## config.mk

```make
export PLATFORM = sky130hd
export DESIGN_NAME = div_ratio_ctrl
export DESIGN_NICKNAME = d
export VERILOG_FILES = /design/src/rtl/div_ratio_ctrl.sv
export SDC_FILE = /design/constraint.sdc
export NUM_CORES = 1
export LEC_CHECK = 0
export BUFFER_PORTS_ARGS = -buffer_cell sky130_fd_sc_hd__buf_2
export CAP_MARGIN = 20
export CORE_MARGIN = 5
export CORE_UTILIZATION = 49
export CTS_CLUSTER_SIZE = 28
export DETAILED_ROUTE_END_ITERATION = 8
export HOLD_SLACK_MARGIN = 0.15
export PLACE_DENSITY = 0.7
export SYNTH_ARGS = -nofsm -noshare
export SYNTH_HDL_FRONTEND = slang
export SYNTH_SLANG_ARGS = --single-unit
```

## constraint.sdc

```tcl
create_clock -name clk -period 2.45 [get_ports clk]
set_clock_uncertainty 0.15 [all_clocks]
set_input_delay 0.49 -clock clk [delete_from_list [all_inputs] [get_ports clk]]
set_output_delay 0.49 -clock clk [all_outputs]
set_load 0.005 [all_outputs]
```

## src/rtl/div_ratio_ctrl.sv

```systemverilog
// ---------------------------------------------------------------------------
// div_ratio_ctrl
//
// Programmable power-of-two clock divider with glitch-free ratio changes.
// The output f_div has a period of 2^cur_n clk cycles and a 50% duty cycle.
// A new exponent is requested through a valid/ready handshake. The switch to
// the new ratio is deferred to the next falling edge of f_div. Because of
// that, the output never produces a shortened (runt) high or low phase.
//
// Optional feature (macro DIV_LOCK_EN):
//   defined   - after every ratio change, and after reset, the block waits
//               LOCK_PERIODS rising edges of f_div in a LOCK state before
//               locked asserts and new requests are taken.
//   undefined - there is no LOCK state. locked simply means "in RUN and not
//               in reset".
//
// Parameters:
//   RST_N         exponent loaded at reset (ratio 2^RST_N), legal 1..7
//   LOCK_PERIODS  f_div rising edges counted before lock, legal 1..15
//
// Ports:
//   clk        single clock, all logic on its rising edge
//   rst        synchronous, active-high reset
//   req_valid  ratio-change request
//   req_n      requested exponent (ratio 2^req_n); 0 is illegal
//   req_ready  request accepted when req_valid && req_ready (RUN only)
//   f_div      registered divided clock, 50% duty
//   tick       one-cycle pulse in the first cycle of every new f_div level
//   cur_n      exponent currently driving f_div
//   done       one-cycle pulse when a request completes
//   err        one-cycle pulse after an accepted illegal request (req_n = 0)
//   locked     output stable at cur_n
// ---------------------------------------------------------------------------
module div_ratio_ctrl #(
  parameter int RST_N        = 1,
  parameter int LOCK_PERIODS = 4
) (
  input  logic       clk,
  input  logic       rst,
  input  logic       req_valid,
  input  logic [2:0] req_n,
  output logic       req_ready,
  output logic       f_div,
  output logic       tick,
  output logic [2:0] cur_n,
  output logic       done,
  output logic       err,
  output logic       locked
);

`ifdef DIV_LOCK_EN
  typedef enum logic [1:0] {
    S_RUN  = 2'd0,
    S_PEND = 2'd1,
    S_LOCK = 2'd2
  } state_t;
  localparam state_t RESET_STATE = S_LOCK;
`else
  typedef enum logic {
    S_RUN  = 1'b0,
    S_PEND = 1'b1
  } state_t;
  localparam state_t RESET_STATE = S_RUN;
`endif

  state_t     state;
  state_t     next_state;

  // Half-period counter. The largest exponent, 7, gives a half period of
  // 64 cycles, so the counter runs 0..63.
  logic [5:0] cnt;
  logic [6:0] half_len;
  logic [6:0] term_cnt;
  logic       at_term;
  logic       fall;

  // Exponent captured on acceptance and applied at the next f_div fall.
  logic [2:0] pend_n;

  // Decoded control strobes from the FSM.
  logic       accept;
  logic       load_pend;
  logic       set_err;
  logic       set_done_same;
  logic       do_switch;

`ifdef DIV_LOCK_EN
  logic       rise;
  logic [3:0] lock_cnt;
  logic       lock_inc;
  logic       set_locked;
  logic       locked_q;
`endif

  // -------------------------------------------------------------------------
  // Divider timing decode
  // -------------------------------------------------------------------------
  // The half period is 2^(cur_n-1) cycles. The terminal count is one less.
  // This is computed in 7 bits so that cur_n = 7 (64) does not wrap.
  assign half_len = 7'd1 << (cur_n - 3'd1);
  assign term_cnt = half_len - 7'd1;
  assign at_term  = ({1'b0, cnt} == term_cnt);
  assign fall     = at_term && f_div;
`ifdef DIV_LOCK_EN
  assign rise     = at_term && !f_div;
`endif

  // req_ready is gated by rst so that a request shown during reset is never
  // accepted, whatever the state register holds at that moment.
  assign req_ready = (state == S_RUN) && !rst;
  assign accept    = req_valid && req_ready;

  // -------------------------------------------------------------------------
  // FSM state register
  // -------------------------------------------------------------------------
  // NOTE: clocked state uses non-blocking assignments. All flops then sample
  // their pre-edge values, and the processes do not race on evaluation order.
  always_ff @(posedge clk) begin
    if (rst) begin
      state <= RESET_STATE;
    end else begin
      state <= next_state;
    end
  end

  // -------------------------------------------------------------------------
  // FSM next-state and control decode
  // -------------------------------------------------------------------------
  // NOTE: every output of this block gets a default before the case
  // statement. An output missed on one path would otherwise become a latch.
  always_comb begin
    next_state    = state;
    load_pend     = 1'b0;
    set_err       = 1'b0;
    set_done_same = 1'b0;
    do_switch     = 1'b0;
`ifdef DIV_LOCK_EN
    lock_inc      = 1'b0;
    set_locked    = 1'b0;
`endif
    case (state)
      S_RUN: begin
        if (accept) begin
          if (req_n == 3'd0) begin
            set_err = 1'b1;
          end else if (req_n == cur_n) begin
            set_done_same = 1'b1;
          end else begin
            load_pend  = 1'b1;
            next_state = S_PEND;
          end
        end
      end
      S_PEND: begin
        // Switch only at the terminal count that ends a high phase. The old
        // period then finishes exactly, and the new one starts low from 0.
        if (fall) begin
          do_switch = 1'b1;
`ifdef DIV_LOCK_EN
          next_state = S_LOCK;
`else
          next_state = S_RUN;
`endif
        end
      end
`ifdef DIV_LOCK_EN
      S_LOCK: begin
        if (rise) begin
          if (lock_cnt == 4'(LOCK_PERIODS - 1)) begin
            set_locked = 1'b1;
            next_state = S_RUN;
          end else begin
            lock_inc = 1'b1;
          end
        end
      end
`endif
      default: begin
        next_state = RESET_STATE;
      end
    endcase
  end

  // -------------------------------------------------------------------------
  // Divider datapath and output pulses
  // -------------------------------------------------------------------------
  always_ff @(posedge clk) begin
    if (rst) begin
      cnt    <= '0;
      f_div  <= 1'b0;
      tick   <= 1'b0;
      cur_n  <= 3'(RST_N);
      pend_n <= '0;
      done   <= 1'b0;
      err    <= 1'b0;
    end else begin
      // tick is high during the first cycle of each new f_div level.
      tick <= at_term;
      err  <= set_err;
      done <= set_done_same || do_switch;

      if (at_term) begin
        cnt   <= '0;
        f_div <= ~f_div;
      end else begin
        cnt <= cnt + 6'd1;
      end

      if (load_pend) begin
        pend_n <= req_n;
      end

      // do_switch only fires on a fall edge. f_div drops and cnt clears
      // through the normal toggle path above, so the new ratio starts from a
      // clean low phase.
      if (do_switch) begin
        cur_n <= pend_n;
      end
    end
  end

`ifdef DIV_LOCK_EN
  // -------------------------------------------------------------------------
  // Lock tracking: counts f_div rising edges while in LOCK
  // -------------------------------------------------------------------------
  always_ff @(posedge clk) begin
    if (rst) begin
      lock_cnt <= '0;
      locked_q <= 1'b0;
    end else begin
      if (do_switch) begin
        lock_cnt <= '0;
      end else if (lock_inc) begin
        lock_cnt <= lock_cnt + 4'd1;
      end

      if (load_pend) begin
        locked_q <= 1'b0;
      end else if (set_locked) begin
        locked_q <= 1'b1;
      end
    end
  end

  assign locked = locked_q;
`else
  assign locked = (state == S_RUN) && !rst;
`endif

endmodule

```

==> results of run 1 <==
==> area by class of cell <==
cell class	count	share of cell area [%]
Clock inverter	1	0.438
Tap cell	27	2.96
Multi-Input combinational cell	80	55.1
Timing Repair Buffer	18	8.76
Clock buffer	3	1.97
Sequential cell	17	30.1
Inverter	2	0.657
==> sequential cells by signal, indices dropped and copies added (netlist names) <==
name	cells
state	1
err	1
done	1
f_div	1
cnt	6
pend_n	3
cur_n	3
tick	1
==> cell families (layout without fill, tap and decap cells) <==
logic type               Yosys count  in the layout
AO/OA/AOI/OAI                     12             12
XOR/XNOR                           9              9
adder cells (fa/ha/maj)            2              2
buffers and inverters             11             24
flip-flops                        17             17
multiplexers                       8              8
AND/OR/NAND/NOR                   49             49
==> layer usage <==
layer	wire length (um)	vias to the layer above	part of all wire, %
met4	42	0	2.1
li1	-	402	-
met2	987	15	50
met3	74	5	3.7
met5	0	-	0
met1	874	349	44
==> cell usage in the layout (no fill, tap or decap), types with 2 or more instances in the layout <==
master / synthesis / layout
dfxtp_1: 17 / 16
mux2i_1: 7 / 7
xor2_1: 4 / 4
and3_1: 4 / 2
clkbuf_4: 0 / 3
nor2b_1: 2 / 2
nor3b_1: 2 / 2
nand3_1: 3 / 3
nand2_1: 5 / 5
buf_4: 3 / 4
and3_4: 0 / 2
buf_2: 1 / 14
nor3_1: 7 / 7
nand2b_1: 5 / 4
xnor2_1: 5 / 4
nor2_1: 12 / 12
==> synthesized netlist by cell type (all sizes together), types with 2 or more instances <==
cell	n	share of area [%]
dfxtp	17	35
nor2	12	4.6
nor3	8	4.6
buf	7	6.3
mux2i	7	7.2
nand2	5	1.9
nand2b	5	3.2
xnor2	5	4.5
and3	4	2.6
xor2	4	3.6
nand3	3	1.5
clkbuf	2	0.77
ha	2	2.6
inv	2	0.77
nor2b	2	1.3
nor3b	2	1.5
nor4	2	1.9
o21ai	2	1.0
o21ba	2	2.0
==> worst min-delay path by stage <==
stage	endpoint	slack, ns	depth (start not counted)
floorplan	cur_n[2]$_SDFFE_PP0P_	0.29	2
global placement	cur_n[2]$_SDFFE_PP0P_	0.31	2
detailed placement	cur_n[2]$_SDFFE_PP0P_	0.31	2
CTS	err$_SDFF_PP0_	0.29	2
global route	err$_SDFF_PP0_	0.30	2
finish	err$_SDFF_PP0_	0.29	2
==> through the flow <==
step	hold slack, ns	utilization (%)	cells	setup slack [ns]
finish	0.289	58.8	148	0.0627
global route	0.296	58.8	148	-0.0593
CTS	0.286	56.4	148	0.0379
detailed placement	0.312	55.0	144	0.0480
global placement	0.315	55.0	144	0.131
floorplan	0.294	-	108	0.00529
==> timing repair <==
| item | in CTS | in global routing |
|---|---|---|
| hold buffers | 0 | 0 |
| gates resized for setup | 0 | 7 |
| endpoints found under the setup margin | 0 | 12 |
==> power breakdown <==
group | internal [mW] | switching (mW) | total [mW]
Combinational | 0.159 | 0.136 | 0.295
Sequential | 0.312 | 0.0339 | 0.346
Clock | 0.0610 | 0.0948 | 0.156
Total | 0.532 | 0.264 | 0.796
==> results.cfg, run 1 <==
[critical_path]
end_kind = flop
crit_top_cell = and3_4
r2r_setup_slack_ns = 0.06
cp-startpoint = cur_n[2]$_SDFFE_PP0P_
timing.rr.end = f_div$_SDFFE_PP0N_
path_cells = nand2b_4, or2_4, ha_4, nand4bb_4, and3_4, nor4_4, and3_4, mux2_4
cp_slowest_stage_delay_ns = 0.37
path_depth = 8
critPathTopFamily = simple AND/OR/NAND/NOR gates
crit_type = reg -> reg
arrival_ns = 2.44
crit_path_end = f_div$_SDFFE_PP0N_
cp_num_buf_inv = 0
reg2reg_depth = 8
crit_slowest_cell = dfxtp_4
reg2reg_from = cur_n[2]$_SDFFE_PP0P_
crit_path_start_kind = flop
cp.required_ns = 2.51
crit_path_max_fanout = 5

[floorplan]
dieArea_sq_mm = 0.00299
rows = 16
die_h_um = 54.7
floorplan.initialDensity_pct = 50.5
die_x_um = 54.7
ioPinCount = 15
coreArea_sq_mm = 0.00194

[power_and_ir_drop]
p_leak_nw = 0.457
ir_drop_mv = 0.481
total_power_mw = 0.796
power_density_mw_per_mm2 = 697

[logic_synthesis]
ys_seq_elements = 17
synth_compound_area_share_pct = 9.71
synth_flop_cell = dfxtp_1
synthAdderAreaFrac_pct = 2.55
ys_warn_count = 0
yosys.area_share.simple_pct = 28.5
async_reset_ff_share_pct = 0
yosysSeqAreaShare_pct = 34.7
avgSynthCellArea_sq_um = 9.07
synth-xor-area-share_pct = 8.05
muxShareOfSynthArea_pct = 8.68
synth_top_family_by_area = simple AND/OR/NAND/NOR gates
synth_edf_count = 0
synth_cell_types = 41
syn_inst = 108
synth_nets = 116
netlist_area_sq_um = 980

[routing]
firstDrtPassIters = 2
initialDrtViolationCount = 5
num_vias = 771
wl_per_cell_um = 13.4
drt-total-wl_mm = 1.98
vias_per_cell = 5.21
ant_nets = 0
drc = 0

[sta]
min_period_ns = 2.39
post-route-period-util_pct = 97.4
tightest_slew_ns = 0.419
report.final.slew_viol_count = 0
fmax_mhz = 419
tns_ns = 0
hold_viol = 0
maxSlewHeadroom_pct = 71.9
setup_viol_count_final = 0
rsz0062_at_grt = true

[worst_hold_path]
hold_start = req_valid
hold_class = in -> reg

[finish]
syn_to_final_growth_pct = 16.6
stdcell_area_sq_mm = 0.00114
n_fill_cell = 190
drive_gt1_share_pct = 29.8
register_area_sq_um = 344
nets = 130
multiInputGateArea_sq_um = 629
antennaDiodeCount = 0

[cts]
cts_tree = done
cts_buffers = 3
clkSinkCount = 17
cts_setup_buffers = 0
ctsHtreeMaxLevel = 1
path_clk_slew_ns = 0.11
clk_latency_ns = 0.30
cts_root_buf = clkbuf_4
clock_path_buffers = 2

[place]
place_area_sq_mm = 0.00107
portBuffers = 14
place_congestion = 0.843
dp_hpwl_mm = 1.45

[grt]
grt_use_total_pct = 15.5
grt_pass1_wl_mm = 3.30
grt_antenna_before_repair = 0
busiest_layer = met2
met1_usage_pct = 18.7
grt_max_degree = 22
met3_usage_pct = 3.27
met2_usage_pct = 25.8
grt_pass1_vias = 763
grt_overflow = 0

[job]
max_cap_violations = 0

[outcome]
status = complete, no violations
Power figures use the tool's default switching activity.
==> run 2, diff against run 1 <==
==> config.mk (replaced) <==
export PLATFORM = sky130hd
export DESIGN_NAME = div_ratio_ctrl
export DESIGN_NICKNAME = d
export VERILOG_FILES = /design/src/rtl/div_ratio_ctrl.sv
export SDC_FILE = /design/constraint.sdc
export NUM_CORES = 1
export LEC_CHECK = 0
export ABC_AREA = 1
export BUFFER_PORTS_ARGS = -buffer_cell sky130_fd_sc_hd__buf_2
export CAP_MARGIN = 20
export CORE_MARGIN = 3
export CORE_UTILIZATION = 50
export CTS_CLUSTER_SIZE = 28
export DETAILED_ROUTE_END_ITERATION = 8
export HOLD_SLACK_MARGIN = 0.15
export PLACE_DENSITY = 0.69
export SYNTH_ARGS = -nofsm -noshare
export SYNTH_HDL_FRONTEND = slang
export SYNTH_SLANG_ARGS = --single-unit
==> constraint.sdc (replaced) <==
create_clock -name clk -period 3.1 [get_ports clk]
set_clock_uncertainty 0.15 [all_clocks]
set_input_delay 0.62 -clock clk [delete_from_list [all_inputs] [get_ports clk]]
set_output_delay 0.62 -clock clk [all_outputs]
set_load 0.005 [all_outputs]
==> results.cfg, run 2 <==
[grt]
grt_pass1_wl_mm = 3.22
grt_antenna_before_repair = 0
grt_use_total_pct = 17.0
grt_pass1_vias = 748
grt_max_degree = 14
grt_overflow = 0

[power_and_ir_drop]
power_density_mw_per_mm2 = 915
ir_drop_mv = 0.751
p_leak_nw = 0.505
total_power_mw = 0.950

[floorplan]
dieArea_sq_mm = 0.00244
coreArea_sq_mm = 0.00175
ioPinCount = 15
rows = 15
die_h_um = 49.4
floorplan.initialDensity_pct = 53.9
die_x_um = 49.4

[cts]
clk_latency_ns = 0.29
cts_tree = done
cts_root_buf = clkbuf_4
clkSinkCount = 17
path_clk_slew_ns = 0.10
cts_buffers = 3
ctsHtreeMaxLevel = 1
clock_path_buffers = 2
holdBufCountCts = 0
post_cts_resized = 0
cts_setup_buffers = 0

[logic_synthesis]
synth_nets = 147
ys_warn_count = 0
yosysMostFrequentCell = nand2_1
synth_top_area_share_pct = 36.2
synth_cell_types = 19
yosysSeqAreaShare_pct = 36.2
async_reset_ff_share_pct = 0
avgSynthCellArea_sq_um = 6.77
synth_edf_count = 0
ys_top_cells_by_count = 33 x nand2_1, 22 x nand3_1, 19 x nor2_1
ys_seq_elements = 17
netlist_area_sq_um = 941
synthTopCellsByArea = dfxtp_1 36%, nand2_1 13%, nand3_1 12%, nor2_1 7.6%, inv_1 6.0%
syn_inst = 139
synth_flop_cell = dfxtp_1
yosysTopAreaCell = dfxtp_1

[routing]
drt-total-wl_mm = 1.89
initialDrtViolationCount = 25
wl_per_cell_um = 10.6
vias_per_cell = 5.02
drc = 0
firstDrtPassIters = 4
num_vias = 893
ant_nets = 0

[finish]
antennaDiodeCount = 0
top_regs = cnt (6), cur_n (3), pend_n (3)
largest_reg_flops = 6
n_fill_cell = 179
final_cell_mix = 33 x nand2_1, 22 x nand3_1, 19 x nor2_1
regMostFlops = cnt
multiInputGateArea_sq_um = 508
final_common_cell = nand2_1
stdcell_area_sq_mm = 0.00104
nets = 162
drive_gt1_share_pct = 14.4
register_area_sq_um = 340
syn_to_final_growth_pct = 10.4

[place]
dpl_worst_slack_ns = 0.808
place_congestion = 0.973
portBuffers = 14
dp_hpwl_mm = 1.46
place_area_sq_mm = 0.00101

[worst_hold_path]
hold_class = reg -> reg

[critical_path]
critPathTopFamily = simple AND/OR/NAND/NOR gates
crit_top_cell = nand2_1
cp.required_ns = 3.13
crit_path_max_fanout = 13
crit_slowest_cell = dfxtp_1
end_kind = flop
cp_num_buf_inv = 2
crit_type = reg -> reg
cp_slowest_stage_delay_ns = 0.60
crit_path_start_kind = flop
arrival_ns = 2.36
path_cells = inv_1, nand3_1, ha_1, inv_1, nand4_1, nand3_1, nor2_1, nand2_1, nor2_4, nand2_1, nand2_1, nor2_1

[sta]
post-route-period-util_pct = 75.1
maxSlewHeadroom_pct = 70.5
tns_ns = 0
report.final.slew_viol_count = 0
min_period_ns = 2.33
rsz0062_at_grt = false
fin_hold_ws_ns = 0.334
setup_viol_count_final = 0
hold_viol = 0
tightest_slew_ns = 0.441
worst_slack_ns = 0.771
fmax_mhz = 429

[outcome]
status = complete, no violations

[job]
max_cap_violations = 0
run 2: cell count changes after synthesis, moves of 5 or more:
| cell | change |
|---|---|
| inv_1 | +14 |
| nand2b_1 | -5 |
| nand3_1 | +19 |
| nand2_1 | +28 |
| mux2i_1 | -7 |
| nand4_1 | +5 |
| nor2_1 | +7 |
run 2: per-stage QoR:
step,utilization (%),cells
floorplan,-,139
global placement,58.0,174
detailed placement,58.0,174
CTS,59.5,178
global route,59.5,178
finish,59.5,178
run 2: metal layers:
layer / global-route usage [%] / part of all wire, %
met1: 23.1 / 49
met2: 22.8 / 42
met3: 5.20 / 7.1
met4: 11.1 / 2.2
met5: 0 / 0
run 2: worst register-to-register path, cell delays in order, from the launching register on:
cell	delay, ns
dfxtp_1	0.60
inv_1	0.15
nand3_1	0.13
ha_1	0.25
inv_1	0.11
nand4_1	0.08
nand3_1	0.07
nor2_1	0.09
nand2_1	0.11
nor2_4	0.15
nand2_1	0.08
nand2_1	0.17
nor2_1	0.06
run 2: final cells by class:
type	instances	share of cell area [%]
flip-flops and latches	17	32.8
clock buffers	4	2.53
multi-input cells	102	48.9
inverters	16	6.02
well taps	25	3.01
repair buffers	14	6.75
run 2: cell families (layout without fill, tap and decap cells):
group | after synthesis | in the layout | share of synthesized area, %
buf+inv | 20 | 34 | 9.84
flops | 17 | 17 | 36.2
fa+ha+maj | 2 | 2 | 2.66
compound gates | 9 | 9 | 4.79
simple gates | 87 | 87 | 42.8
xor+xnor | 4 | 4 | 3.72
run 2: path summary, 6_finish.rpt:
kind	from	slack, ns	cells past startpoint	endpoint
setup reg to reg	cur_n[1]$_SDFFE_PP0P_	0.77	12	cnt[4]$_SDFF_PP0_
hold reg to reg	cnt[0]$_SDFF_PP0_	0.33	1	cnt[0]$_SDFF_PP0_
hold / removal	cnt[0]$_SDFF_PP0_	0.33	1	cnt[0]$_SDFF_PP0_
setup / recovery	cur_n[1]$_SDFFE_PP0P_	0.77	12	cnt[4]$_SDFF_PP0_
run 2: where the power goes:
group | leakage [nW] | internal (mW) | switching (mW) | total, mW
clock | 0.0150 | 0.0500 | 0.0662 | 0.116
sequential | 0.139 | 0.262 | 0.0572 | 0.319
combinational | 0.352 | 0.187 | 0.328 | 0.515
total | 0.505 | 0.499 | 0.452 | 0.950
